--- config.mk ---
export PLATFORM = sky130hd
export DESIGN_NAME = seg7_scan
export DESIGN_NICKNAME = d
export VERILOG_FILES = /design/src/rtl/seg7_pkg.sv /design/src/rtl/hex_to_seg7.sv /design/src/rtl/seg7_scan.sv
export SDC_FILE = /design/constraint.sdc
export NUM_CORES = 1
export LEC_CHECK = 0
export CORE_UTILIZATION = 55
export DETAILED_ROUTE_END_ITERATION = 10
export PLACE_DENSITY = 0.79
export SETUP_SLACK_MARGIN = 0.2
export SYNTH_ARGS = -nofsm -noshare
export SYNTH_HDL_FRONTEND = slang
export SYNTH_HIERARCHICAL = 1
export SYNTH_SLANG_ARGS = --single-unit
--- constraint.sdc ---
create_clock -name clock -period 3.1 [get_ports clock]
set_clock_uncertainty 0.05 [all_clocks]
set_input_delay 0.465 -clock clock [delete_from_list [all_inputs] [get_ports clock]]
set_output_delay 0.465 -clock clock [all_outputs]
set_load 0.1 [all_outputs]
--- src/rtl/seg7_pkg.sv ---
// Shared constants for the seven-segment scanner: segment table, blank
// pattern, bus widths and the scan-divider derivation.
package seg7_pkg;

  localparam int unsigned DATA_W     = 24;
  localparam int unsigned HEX_DIGITS = 6;
  localparam int unsigned IDX_W      = 3;
  localparam int unsigned SEG_W      = 8;
  localparam int unsigned NIBBLE_W   = 4;

  // Active-low {dp,g,f,e,d,c,b,a}; dp is kept off in every entry.
  localparam logic [SEG_W-1:0] SEG_BLANK = 8'hFF;

  localparam logic [SEG_W-1:0] SEG_TABLE [16] = '{
    8'hC0, 8'hF9, 8'hA4, 8'hB0,
    8'h99, 8'h92, 8'h82, 8'hF8,
    8'h80, 8'h90, 8'h88, 8'h83,
    8'hC6, 8'hA1, 8'h86, 8'h8E
  };

  // Clock cycles spent on each digit before moving to the next one.
  function automatic int unsigned calc_div(input int unsigned clk_hz,
                                           input int unsigned scan_hz);
    return clk_hz / scan_hz;
  endfunction

  // Counter width able to hold 0..div-1 (at least one bit).
  function automatic int unsigned calc_div_w(input int unsigned div);
    return (div > 2) ? $clog2(div) : 1;
  endfunction

endpackage

--- src/rtl/hex_to_seg7.sv ---
// Combinational hex-nibble to active-low seven-segment decoder.
// Ports:
//   nibble : hex value 0..F
//   blank  : force all segments off
//   seg_c  : active-low {dp,g,f,e,d,c,b,a}
module hex_to_seg7
  import seg7_pkg::*;
(
  input  logic [NIBBLE_W-1:0] nibble,
  input  logic                blank,
  output logic [SEG_W-1:0]    seg_c
);

  always_comb begin
    seg_c = SEG_TABLE[nibble];
    if (blank) begin
      seg_c = SEG_BLANK;
    end
  end

endmodule

--- src/rtl/seg7_scan.sv ---
// Multiplexed 8-digit seven-segment scanner showing a 24-bit IO write value
// as six hex digits. Writes are staged and committed to a shadow register only
// at the end of a full scan frame so a frame never mixes old and new digits.
// Ports:
//   clock    : CPU clock, rising edge
//   reset    : asynchronous, active-high; clears all state
//   io_write : one-cycle IO write strobe
//   io_wdata : value to display, valid with io_write
//   seg_en   : active-low one-hot digit enables (registered)
//   seg_out  : active-low segments {dp,g,f,e,d,c,b,a} (registered)
module seg7_scan
  import seg7_pkg::*;
#(
  parameter int unsigned CLK_FREQ_HZ = 23000000,
  parameter int unsigned SCAN_HZ     = 1000,
  parameter int unsigned NUM_DIGITS  = 8,
  parameter bit          LZ_SUPPRESS = 1'b0
) (
  input  logic              clock,
  input  logic              reset,
  input  logic              io_write,
  input  logic [DATA_W-1:0] io_wdata,
  output logic [SEG_W-1:0]  seg_en,
  output logic [SEG_W-1:0]  seg_out
);

  localparam int unsigned DIV   = calc_div(CLK_FREQ_HZ, SCAN_HZ);
  localparam int unsigned DIV_W = calc_div_w(DIV);

  logic [DIV_W-1:0]  div_cnt;
  logic [IDX_W-1:0]  idx;
  logic [DATA_W-1:0] staged;
  logic [DATA_W-1:0] shadow;
  logic              pending;

  logic              tick_c;
  logic              frame_end_c;
  logic [DATA_W-1:0] shifted_c;
  logic              blank_c;
  logic [SEG_W-1:0]  seg_c;

  // Scan timing strobes.
  always_comb begin
    tick_c      = (div_cnt == DIV_W'(DIV - 1));
    frame_end_c = tick_c && (idx == IDX_W'(NUM_DIGITS - 1));
  end

  // Per-digit dwell counter.
  always_ff @(posedge clock or posedge reset) begin
    if (reset) begin
      div_cnt <= '0;
    end else if (tick_c) begin
      div_cnt <= '0;
    end else begin
      div_cnt <= div_cnt + DIV_W'(1);
    end
  end

  // Active digit index.
  always_ff @(posedge clock or posedge reset) begin
    if (reset) begin
      idx <= '0;
    end else if (tick_c) begin
      if (idx == IDX_W'(NUM_DIGITS - 1)) begin
        idx <= '0;
      end else begin
        idx <= idx + IDX_W'(1);
      end
    end
  end

  // Write staging and frame-synchronous commit. A write landing on the
  // frame boundary bypasses staging so the older staged value is never shown.
  always_ff @(posedge clock or posedge reset) begin
    if (reset) begin
      staged  <= '0;
      shadow  <= '0;
      pending <= 1'b0;
    end else begin
      if (io_write) begin
        staged <= io_wdata;
      end
      if (frame_end_c) begin
        pending <= 1'b0;
        if (io_write) begin
          shadow <= io_wdata;
        end else if (pending) begin
          shadow <= staged;
        end
      end else if (io_write) begin
        pending <= 1'b1;
      end
    end
  end

  // Select the nibble for the active digit. The shifted word doubles as the
  // leading-zero test: everything at and above this digit is zero.
  always_comb begin
    shifted_c = shadow >> {idx, 2'b00};
    blank_c   = (idx >= IDX_W'(HEX_DIGITS)) ||
                (LZ_SUPPRESS && (idx != '0) && (shifted_c == '0));
  end

  hex_to_seg7 u_hex_to_seg7 (
    .nibble (shifted_c[NIBBLE_W-1:0]),
    .blank  (blank_c),
    .seg_c  (seg_c)
  );

  // Pin registers; both follow idx/shadow by one cycle so enable and
  // segment data always switch together.
  always_ff @(posedge clock or posedge reset) begin
    if (reset) begin
      seg_en  <= SEG_BLANK;
      seg_out <= SEG_BLANK;
    end else begin
      seg_en  <= ~(SEG_W'(1) << idx);
      seg_out <= seg_c;
    end
  end

endmodule

==> impl_metrics.py, run 1 <==
metrics = {
    "worst_hold_path": {
        "hold_path.class": "reg2reg",
        "hold_path_end": "div_cnt[0]",
        "hold_start": "div_cnt[0]",
        "holdPathStages": 1,
    },
    "setup_path": {
        "cp_max_fo": 8,
        "critPathLaunchType": "flop",
        "worstSetupEndpointType": "flop",
        "r2r_setup_slack_ps": 380,
        "reg2reg_to": "seg_out[1]",
        "crit_arrival_ps": 2950,
        "r2r_cells": 7,
        "timing.rr.start": "idx[0]",
        "crit_required_ps": 3330,
        "crit_type": "reg2reg",
    },
    "clock_tree": {
        "cts_htree_levels": 3,
        "cts_sinks": 83,
        "tritoncts": "yes",
        "numCtsBuffers": 9,
        "post_cts_buffers": 0,
        "path_clk_slew_ps": 80,
        "cts-root-buf": "clkbuf_8",
        "ctsResizeCount": 0,
        "clock_path_buffers": 2,
        "cts_hold_buf": 0,
        "clkLatencyLatePin_ps": 350,
    },
    "die": {
        "io_pins": 43,
        "die_area_sq_um": 7350,
        "core.rowCount": 30,
        "die_width_microns": 85.7,
        "core_area_sq_um": 6790,
        "die_height_microns": 85.7,
        "initial_core_util": 0.567,
    },
    "drt": {
        "viasPerCell": 5.27,
        "drc": 0,
        "wirelength_microns": 6500,
        "post_drt_wl_per_cell_microns": 15.3,
        "postRouteAntennaNets": 0,
        "via_count": 2234,
        "first_iter_violations": 127,
        "dr.pass1.iters": 4,
    },
    "yosys": {
        "netlist_area_sq_um": 3850,
        "synth_cells": 279,
        "syn-num-nets": 320,
        "synth_async_sr_flop_share": 1.00,
        "ys_seq_area_frac": 0.544,
        "synth_compound_area_frac": 0.0299,
        "synth_cell_types": 47,
        "synth_flop_cell": "dfrtp_1",
        "synth_fa_ha_area_frac": 0.0455,
        "synthSimpleGateAreaFrac": 0.104,
        "yosys_warnings": 6,
        "synth_edf_count": 0,
        "synthXorXnorAreaFrac": 0.0227,
        "ys_ff_latch": 83,
        "synth_top_family_by_area": "multiplexers",
        "syn_area_per_cell_sq_um": 13.8,
        "synthMuxAreaShare": 0.207,
    },
    "global_route": {
        "grt-ovfl-total": 0,
        "antenna_found_initial": 0,
        "grt_pass1_wl_microns": 11100,
        "grt_max_degree": 84,
        "grt_use_total": 0.200,
        "grt_pass1_vias": 2264,
    },
    "place": {
        "dp.cells": 408,
        "io_buffers": 42,
        "gp_congestion": 0.816,
        "dp_hpwl_microns": 4290,
    },
    "final_layout": {
        "final_cells": 424,
        "layout_commonest_cell": "dfrtp_1",
        "n_fill_cell": 498,
        "nets": 364,
        "final_cell_mix": "dfrtp_1, mux2_2, clkdlybuf4s50_1",
        "final_util": 0.665,
        "syn2layout_area_growth_pct": 17.3,
        "num_antenna_cells": 0,
        "layout-drive-gt1-share": 0.341,
    },
    "timing": {
        "setup_viol": 0,
        "slew_headroom": 0.345,
        "finalHoldViolCount": 0,
        "rsz0062_at_grt": "false",
        "setup_tns_ps": 0,
        "fin_crit_ps": 2720,
        "fmax_ghz": 0.367,
        "worst_pin_slew_ps": 972,
        "period_share": 0.878,
        "slew_violations": 0,
    },
    "power": {
        "p_leak_nw": 2.02,
        "power_per_cell_area_nw_per_um2": 525,
        "irDropWorstVdd_v": 0.000237,
    },
    "job": {
        "maxCapViolCount": 0,
    },
    "status": {
        "outcome": "completed",
    },
}
[synthesized netlist by cell type (4+ instances only)]
cell type   n  area share
mux2i_1     7       0.018
mux2_4     20       0.078
ha_1       14       0.045
nand3_1     8       0.010
dfrtp_1    67        0.44
o21ai_0     9       0.012
mux2_2     28       0.082
nor2_1     11       0.011
xor2_1      7       0.016
nand2_1    20       0.019
nand4_1     7       0.011
mux4_2      4       0.023
inv_1       8      0.0078
dfstp_2    16        0.11
[worst max path at each step]
stage	depth (start not counted)	endpoint	slack, ps	start
2_1_floorplan	8	seg_out[1]	330	idx[0]
3_3_place_gp	7	seg_out[1]	480	idx[0]
3_5_place_dp	7	seg_out[1]	390	idx[0]
4_1_cts	7	seg_out[1]	360	idx[0]
5_1_grt	7	seg_out[1]	230	idx[0]
6_report	7	seg_out[1]	380	idx[0]
[power by group]
part | switching [mW] | internal (mW) | total [mW] | leakage (nW)
sequential | 0.0169 | 1.14 | 1.15 | 1.02
clock | 0.386 | 0.615 | 1.00 | 0.125
combinational | 0.120 | 0.0986 | 0.218 | 0.881
[metrics by stage]
stage               hold slack, ps  total power [mW]  area [sq um]  worst slack, ps
floorplan                      374              1.33          3850              334
global placement               387              1.39          4260              484
detailed placement             417              1.40          4260              388
CTS                            427              2.40          4520              363
global route                   464              2.46          4520              226
finish                         429              2.37          4520              378
[logic make-up (layout without fill, tap and decap cells)]
| logic type | after synthesis | count (layout) |
|---|---|---|
| DFF | 83 | 83 |
| AOI/OAI and AO/OA | 17 | 17 |
| buffers and inverters | 22 | 71 |
| and+or+nand+nor | 71 | 71 |
| muxes | 61 | 61 |
| xor gates and xnor gates | 10 | 10 |
| adders and majority gates | 14 | 14 |
| other | 1 | 1 |
[state kept, by name, summed over array words and instances (netlist names)]
| name | cells |
|---|---|
| seg_out | 8 |
| div_cnt | 15 |
| shadow | 24 |
| staged | 24 |
| seg_en | 8 |
| pending | 1 |
| idx | 3 |
[worst max-delay path, cell delays in order (launching register included)]
cell and delay (ps):
dfrtp_1 610, mux4_2 570, nand2_1 80, o21ai_0 220, inv_1 220, ha_1 260
or2_2 310, a311o_1 330
[metal layers]
metal	vias to the layer above	wire length (microns)	GRT usage
met5	-	0	0
li1	1069	-	-
met4	0	114	0.0682
met2	36	3130	0.316
met1	1121	3050	0.266
met3	8	213	0.0597
[layout make-up]
type,instances,area [sq um],area share
multi-input cells,174,1580,0.350
clock inverters,7,140,0.0310
repair buffers,46,423,0.0936
flip-flops and latches,83,2100,0.464
clock buffers,9,124,0.0274
inverters,9,35.0,0.00775
well taps,96,120,0.0266
(Power assumes the default switching activity.)
==> run 2, diff against run 1 <==
==> constraint.sdc (replaced) <==
create_clock -name clock -period 2.99 [get_ports clock]
set_clock_uncertainty 0.05 [all_clocks]
set_input_delay 0.4485 -clock clock [delete_from_list [all_inputs] [get_ports clock]]
set_output_delay 0.4485 -clock clock [all_outputs]
set_load 0.1 [all_outputs]
==> impl_metrics.py, run 2 (synthesized netlist as in run 1, its figures left out) <==
metrics = {
    "clock_tree": {
        "cts_sinks": 83,
        "post_cts_buffers": 0,
        "numCtsBuffers": 9,
        "clkLatencyLatePin_ps": 350,
        "clock_path_buffers": 2,
        "tritoncts": "yes",
        "ctsResizeCount": 0,
        "path_clk_slew_ps": 90,
        "cts_htree_levels": 3,
        "cts-root-buf": "clkbuf_8",
        "cts_hold_buf": 0,
    },
    "timing": {
        "period_share": 0.836,
        "slew_headroom": 0.268,
        "finalHoldViolCount": 0,
        "fmax_ghz": 0.400,
        "fin_crit_ps": 2500,
        "setup_viol": 0,
        "rsz0062_at_grt": "false",
        "worst_pin_slew_ps": 1090,
        "setup_slack_ps": 489,
        "setup_tns_ps": 0,
        "slew_violations": 0,
    },
    "final_layout": {
        "syn2layout_area_growth_pct": 16.2,
        "layout-drive-gt1-share": 0.342,
        "num_antenna_cells": 0,
        "n_fill_cell": 506,
        "final_cells": 426,
        "final_cell_mix": "dfrtp_1, mux2_2, clkdlybuf4s50_1",
        "layout_commonest_cell": "dfrtp_1",
        "nets": 366,
        "top_regs": "shadow (24), staged (24), div_cnt (15)",
        "final_area_sq_um": 4480,
    },
    "die": {
        "io_pins": 43,
        "die_width_microns": 85.7,
        "core.rowCount": 30,
        "die_area_sq_um": 7350,
        "initial_core_util": 0.567,
        "core_area_sq_um": 6790,
        "die_height_microns": 85.7,
    },
    "place": {
        "gp_congestion": 0.858,
        "dp.cells": 410,
        "place_area_sq_um": 4260,
        "io_buffers": 42,
        "dp_hpwl_microns": 4400,
        "dp_slack_ps": 494,
    },
    "setup_path": {
        "worstPathCellList": "buf_4, ha_1, ha_1, inv_1, or4_4, mux2_4",
        "max_stage_delay_ps": 770,
        "worst-path-buf-inv": 2,
        "crit_arrival_ps": 2690,
        "crit_start": "idx[0]",
        "slowest_stage": "or4_4",
        "crit_type": "reg2reg",
        "cp_top_family": "simple AND/OR/NAND/NOR gates",
        "cp_max_fo": 24,
        "critPathLaunchType": "flop",
        "crit_top_cell": "ha_1",
        "crit_required_ps": 3170,
        "worstSetupEndpointType": "flop",
        "timing.rr.start": "idx[0]",
    },
    "job": {
        "maxCapViolCount": 0,
    },
    "power": {
        "irDropWorstVdd_v": 0.000327,
        "total_power_mw": 2.29,
        "pwr-share-clk": 0.380,
        "power_per_cell_area_nw_per_um2": 512,
        "switching_share": 0.236,
        "p_leak_nw": 2.01,
        "p_sw_mw": 0.541,
        "p_seq_frac": 0.521,
        "p_comb_frac": 0.099,
        "internal_power_mw": 1.75,
    },
    "drt": {
        "first_iter_violations": 74,
        "via_count": 2244,
        "viasPerCell": 5.27,
        "post_drt_wl_per_cell_microns": 15.0,
        "postRouteAntennaNets": 0,
        "wirelength_microns": 6370,
        "dr.pass1.iters": 6,
        "drc": 0,
    },
    "global_route": {
        "antenna_found_initial": 0,
        "grt_max_degree": 39,
        "grt-ovfl-total": 0,
        "grt_use_total": 0.196,
        "grt_pass1_vias": 2175,
        "grt_pass1_wl_microns": 10800,
    },
    "worst_hold_path": {
        "hold_path.class": "in2async",
    },
    "status": {
        "outcome": "completed",
    },
}
-- run 2: cell count changes in the layout (fill, tap and decap cells not counted), sizes merged --
cell      delta
clkbuf       +1
bufinv       -2
buf          +2
clkinvlp     -1
clkinv       +2
-- run 2: final cells by class --
cell class                 instances  area [sq um]  area share
tap                               96           120      0.0268
clock buffer                      10           128      0.0285
sequential                        83          2100       0.468
inverter                           9          35.0     0.00783
timing repair buffer              48           425      0.0950
multi-input combinational        174          1580       0.353
clock inverter                     6          90.1      0.0201
-- run 2: per-stage QoR --
stage                      util  hold slack [ps]
final                     0.659              289
after global routing      0.659              292
after CTS                 0.659              280
after detailed placement  0.627              403
after global placement    0.627              389
after floorplan               -              374
-- run 2: worst register-to-register path: stages, from the launching register on --
cell and delay (ps):
dfrtp_1 490, buf_4 230, ha_1 190, ha_1 190, inv_1 80, or4_4 770
mux2_4 390
-- run 2: worst paths after layout --
kind                               to  depth (start not counted)  slack [ps]
min in group clock         div_cnt[0]                          1         430
max                         shadow[1]                          6         490
max in group asynchronous  seg_out[1]                          3        1840
min                        staged[10]                          2         290
min reg2reg                div_cnt[0]                          1         430
max reg2reg                 shadow[1]                          6         490
-- run 2: per-layer routing --
metal,track usage,vias to the layer above,wire length (microns)
li1,-,1079,-
met1,0.275,1123,2990
met2,0.292,37,3060
met3,0.0626,5,246
met4,0.0667,0,76
met5,0,-,0
-- run 2: power by group through the flow --
stage / clock, mW / sequential (mW) / combinational (mW)
2_1_floorplan: 0 / 1.26 / 0.111
3_3_place_gp: 0 / 1.22 / 0.226
3_5_place_dp: 0 / 1.22 / 0.229
4_1_cts: 0.894 / 1.20 / 0.230
5_1_grt: 0.940 / 1.20 / 0.245
6_report: 0.871 / 1.20 / 0.226
==> patch 1, RTL diff (flow settings as in run 1) <==
Change the parameter `NUM_DIGITS` from 8 to 7.
--- a/src/rtl/seg7_scan.sv
+++ b/src/rtl/seg7_scan.sv
@@ -14,5 +14,5 @@
   parameter int unsigned CLK_FREQ_HZ = 23000000,
   parameter int unsigned SCAN_HZ     = 1000,
-  parameter int unsigned NUM_DIGITS  = 8,
+  parameter int unsigned NUM_DIGITS  = 7,
   parameter bit          LZ_SUPPRESS = 1'b0
 ) (
Behaviour: same outputs for any inputs over 10 cycles, from zero or initial values and one cycle with reset high; that may be too few to reach the edited logic, so the function may still have changed.
==> patch 1 against run 1 <==
Sequential cell count stayed put; critical path depth stayed put; clock power is 20% lower; sequential power hardly changed; largest cell class unchanged; wire length is 4.4% lower; sequential share of layout area is 1.0 points higher; power is 8.3% lower; area after synthesis is 1.5% lower; critical path type unchanged; worst setup slack better by 0.072 ns; design area is 2.1% lower.
==> patch 1: results <==
[status]
status = "completed"

[placement]
dp_cells = 386
place_congestion = 0.8218
hpwl_um = 4311

[synth]
syn_nets = 310
yosysSeqAreaShare_pct = 55.26
syn_inst = 273
synth_area_leaders = "dfrtp_1, dfstp_2, mux2_2"
synth-xor-area-share_pct = 2.077
synth_mux_area_share_pct = 21.30
synth-adder-area-share_pct = 3.297

[min_path]
min_from = "div_cnt[13]"
min_to = "div_cnt[13]"
hold_depth = 1

[critical_path]
r2r_setup_slack_ns = 0.45
path_max_fanout = 12

[cells_and_area]
seq_area_share_pct = 47.40
n_sequential_cell = 83
drive_above_1_share_pct = 36.62
fin_nets = 357
fillers = 472
nonClockBufferCount = 49
diodes = 0
buf_share_pct = 9.785
clkbuf_count = 10
nMultiInputCombCells = 167

[detailed_routing]
routed_via_density = 5.371
drtIter0Drc = 110

[global_route]
grt_usage_pct = 19.47
grt_max_degree = 39
grt_pass1_wl_um = 10830

[power]
p_int_mw = 1.636
vdd_ir_drop_max_mv = 0.3158
p_leak_nw = 2.016
p_seq_share_pct = 53.0

[sta]
worst_pin_slew_ns = 1.005
[patch 1: worst max-delay path, delay by kind of cell, from the launching register on]
family / cells / cell delay (ns)
AOI/OAI and AO/OA: 2 / 0.79
adders and majority gates: 1 / 0.34
buffers and inverters: 2 / 0.50
DFF: 1 / 0.48
muxes: 1 / 0.10
and+or+nand+nor: 1 / 0.31
[patch 1: logic make-up (layout without fill, tap and decap cells)]
kind of cell,Yosys count,in the layout
adders and majority gates,10,10
buffers and inverters,23,75
AOI/OAI and AO/OA,21,21
DFF,83,83
muxes,62,62
xor gates and xnor gates,9,9
other,1,1
and+or+nand+nor,64,64
[patch 1: per-stage QoR]
stage          util (%)  hold slack (ns)  setup WS, ns  area (um2)
6_report          68.12           0.4443        0.4501        4424
5_1_grt           68.12           0.4668        0.2219        4424
4_1_cts           68.12           0.4461        0.4565        4424
3_5_place_dp      64.88           0.4339        0.4910        4214
3_3_place_gp      64.88           0.4276        0.6598        4214
2_1_floorplan         -           0.4062        0.4747        3795
[patch 1: worst max path at each step]
| stage | from | endpoint | slack (ns) | cells past startpoint |
|---|---|---|---|---|
| floorplan | reset | div_cnt[0] | 0.47 | 1 |
| global placement | idx[0] | seg_out[1] | 0.66 | 7 |
| detailed placement | idx[0] | seg_out[1] | 0.49 | 7 |
| CTS | idx[0] | seg_out[1] | 0.46 | 7 |
| global route | idx[0] | seg_out[1] | 0.22 | 7 |
| finish | idx[0] | seg_out[1] | 0.45 | 7 |
[patch 1: routing by layer]
metal,part of all wire (%),wire (um),track usage [%],vias to the layer above
li1,-,-,-,1050
met1,48,3010,27.77,1057
met2,46,2878,29.18,44
met3,3.7,228,5.350,8
met4,1.6,99,6.163,0
met5,0,0,0,-
==> patch 2, RTL diff (flow settings as in run 1) <==
Made on the original files. Make the reset (`reset`) synchronous in 4 clocked blocks. Comments in the files are not updated.
--- a/src/rtl/seg7_scan.sv
+++ b/src/rtl/seg7_scan.sv
@@ -47,5 +47,5 @@
 
   // Per-digit dwell counter.
-  always_ff @(posedge clock or posedge reset) begin
+  always_ff @(posedge clock) begin
     if (reset) begin
       div_cnt <= '0;
@@ -58,5 +58,5 @@
 
   // Active digit index.
-  always_ff @(posedge clock or posedge reset) begin
+  always_ff @(posedge clock) begin
     if (reset) begin
       idx <= '0;
@@ -72,5 +72,5 @@
   // Write staging and frame-synchronous commit. A write landing on the
   // frame boundary bypasses staging so the older staged value is never shown.
-  always_ff @(posedge clock or posedge reset) begin
+  always_ff @(posedge clock) begin
     if (reset) begin
       staged  <= '0;
@@ -110,5 +110,5 @@
   // Pin registers; both follow idx/shadow by one cycle so enable and
   // segment data always switch together.
-  always_ff @(posedge clock or posedge reset) begin
+  always_ff @(posedge clock) begin
     if (reset) begin
       seg_en  <= SEG_BLANK;
Function: differs if reset is asserted again (counterexample within 4 cycles, from zero or initial values and one cycle with reset high); with reset held inactive, the same outputs for 10 cycles.
==> patch 2 against run 1 <==
Wire length is 0.57% higher; sequential cell count stayed put; worst setup slack better by 0.057 ns; area after synthesis is 5.6% lower; power is 14% lower; synthesized cell count is 26% higher; design area is 5.5% lower; utilization is 0.71 points higher; critical path type unchanged; largest cell class is now multi-input gates; highest routed layer unchanged.
==> patch 2: results <==
[global_route]
grt_max_degree = 38
grt_pass1_wl_um = 11330
grt_pass1_vias = 2397
grt_usage_pct = 20.58

[detailed_routing]
routed_via_density = 5.219
wl_met3_um = 188
wl_per_cell_um = 13.79
drtIter0Drc = 131
wl_um = 6538
met1_length_um = 3248
dr_wl_met2_um = 2988

[synth]
syn_inst = 351
synth.distinct_cells = 38
yosysSeqAreaShare_pct = 45.67
synth_area_leaders = "dfxtp_1, mux2i_1, mux2_4"
syn_nets = 392
synth_common_cells = "dfxtp_1, nor2_1, mux2i_1"
synthArstFlopShare_pct = 0

[status]
status = "completed"

[cells_and_area]
fillers = 525
drive_above_1_share_pct = 19.90

[placement]
place_congestion = 0.8386
dp_cells = 458
hpwl_um = 4587

[power]
p_leak_nw = 1.756

[sta]
min_period_ns = 2.665
max_slew_margin_pct = 27.01

[critical_path]
path_delay_family = "simple AND/OR/NAND/NOR gates"
path_max_fanout = 7
slowest_delay_ns = 0.53
r2r_setup_slack_ns = 0.43

[clock_tree]
cts_resized = 1
[patch 2: kinds of logic after synthesis]
group | Yosys count | share of synthesized area [%]
DFF | 83 | 45.67
adders and majority gates | 14 | 4.814
xor gates and xnor gates | 13 | 3.129
muxes | 61 | 21.11
and+or+nand+nor | 135 | 18.40
buffers and inverters | 30 | 4.092
AOI/OAI and AO/OA | 14 | 2.682
other | 1 | 0.1031
[patch 2: cell type report]
cell class / instances / area [um2] / area share [%]
flip-flops and latches: 83 / 1663 / 38.94
inverters: 11 / 41.29 / 0.9669
well taps: 77 / 96.34 / 2.256
repair buffers: 49 / 440.4 / 10.31
clock buffers: 9 / 123.9 / 2.901
clock inverters: 7 / 77.57 / 1.817
multi-input cells: 238 / 1828 / 42.81
[patch 2: metal layers]
metal	global-route usage [%]	vias to the layer above
met5	0	-
met2	31.89	44
met4	10.50	0
met3	3.877	10
li1	-	1258
met1	27.42	1162
[patch 2: power breakdown]
group	switching [mW]	internal [mW]	total (mW)
registers	0.0103	1.09	1.10
clock network	0.412	0.376	0.788
logic	0.0915	0.0654	0.157
total	0.514	1.53	2.05
[patch 2: worst paths after layout]
| kind | startpoint | end | cells past startpoint |
|---|---|---|---|
| min reg2reg | div_cnt[0] | div_cnt[0] | 1 |
| max | idx[0] | seg_out[1] | 8 |
| min | div_cnt[0] | div_cnt[0] | 1 |
| max reg2reg | idx[0] | seg_out[1] | 8 |
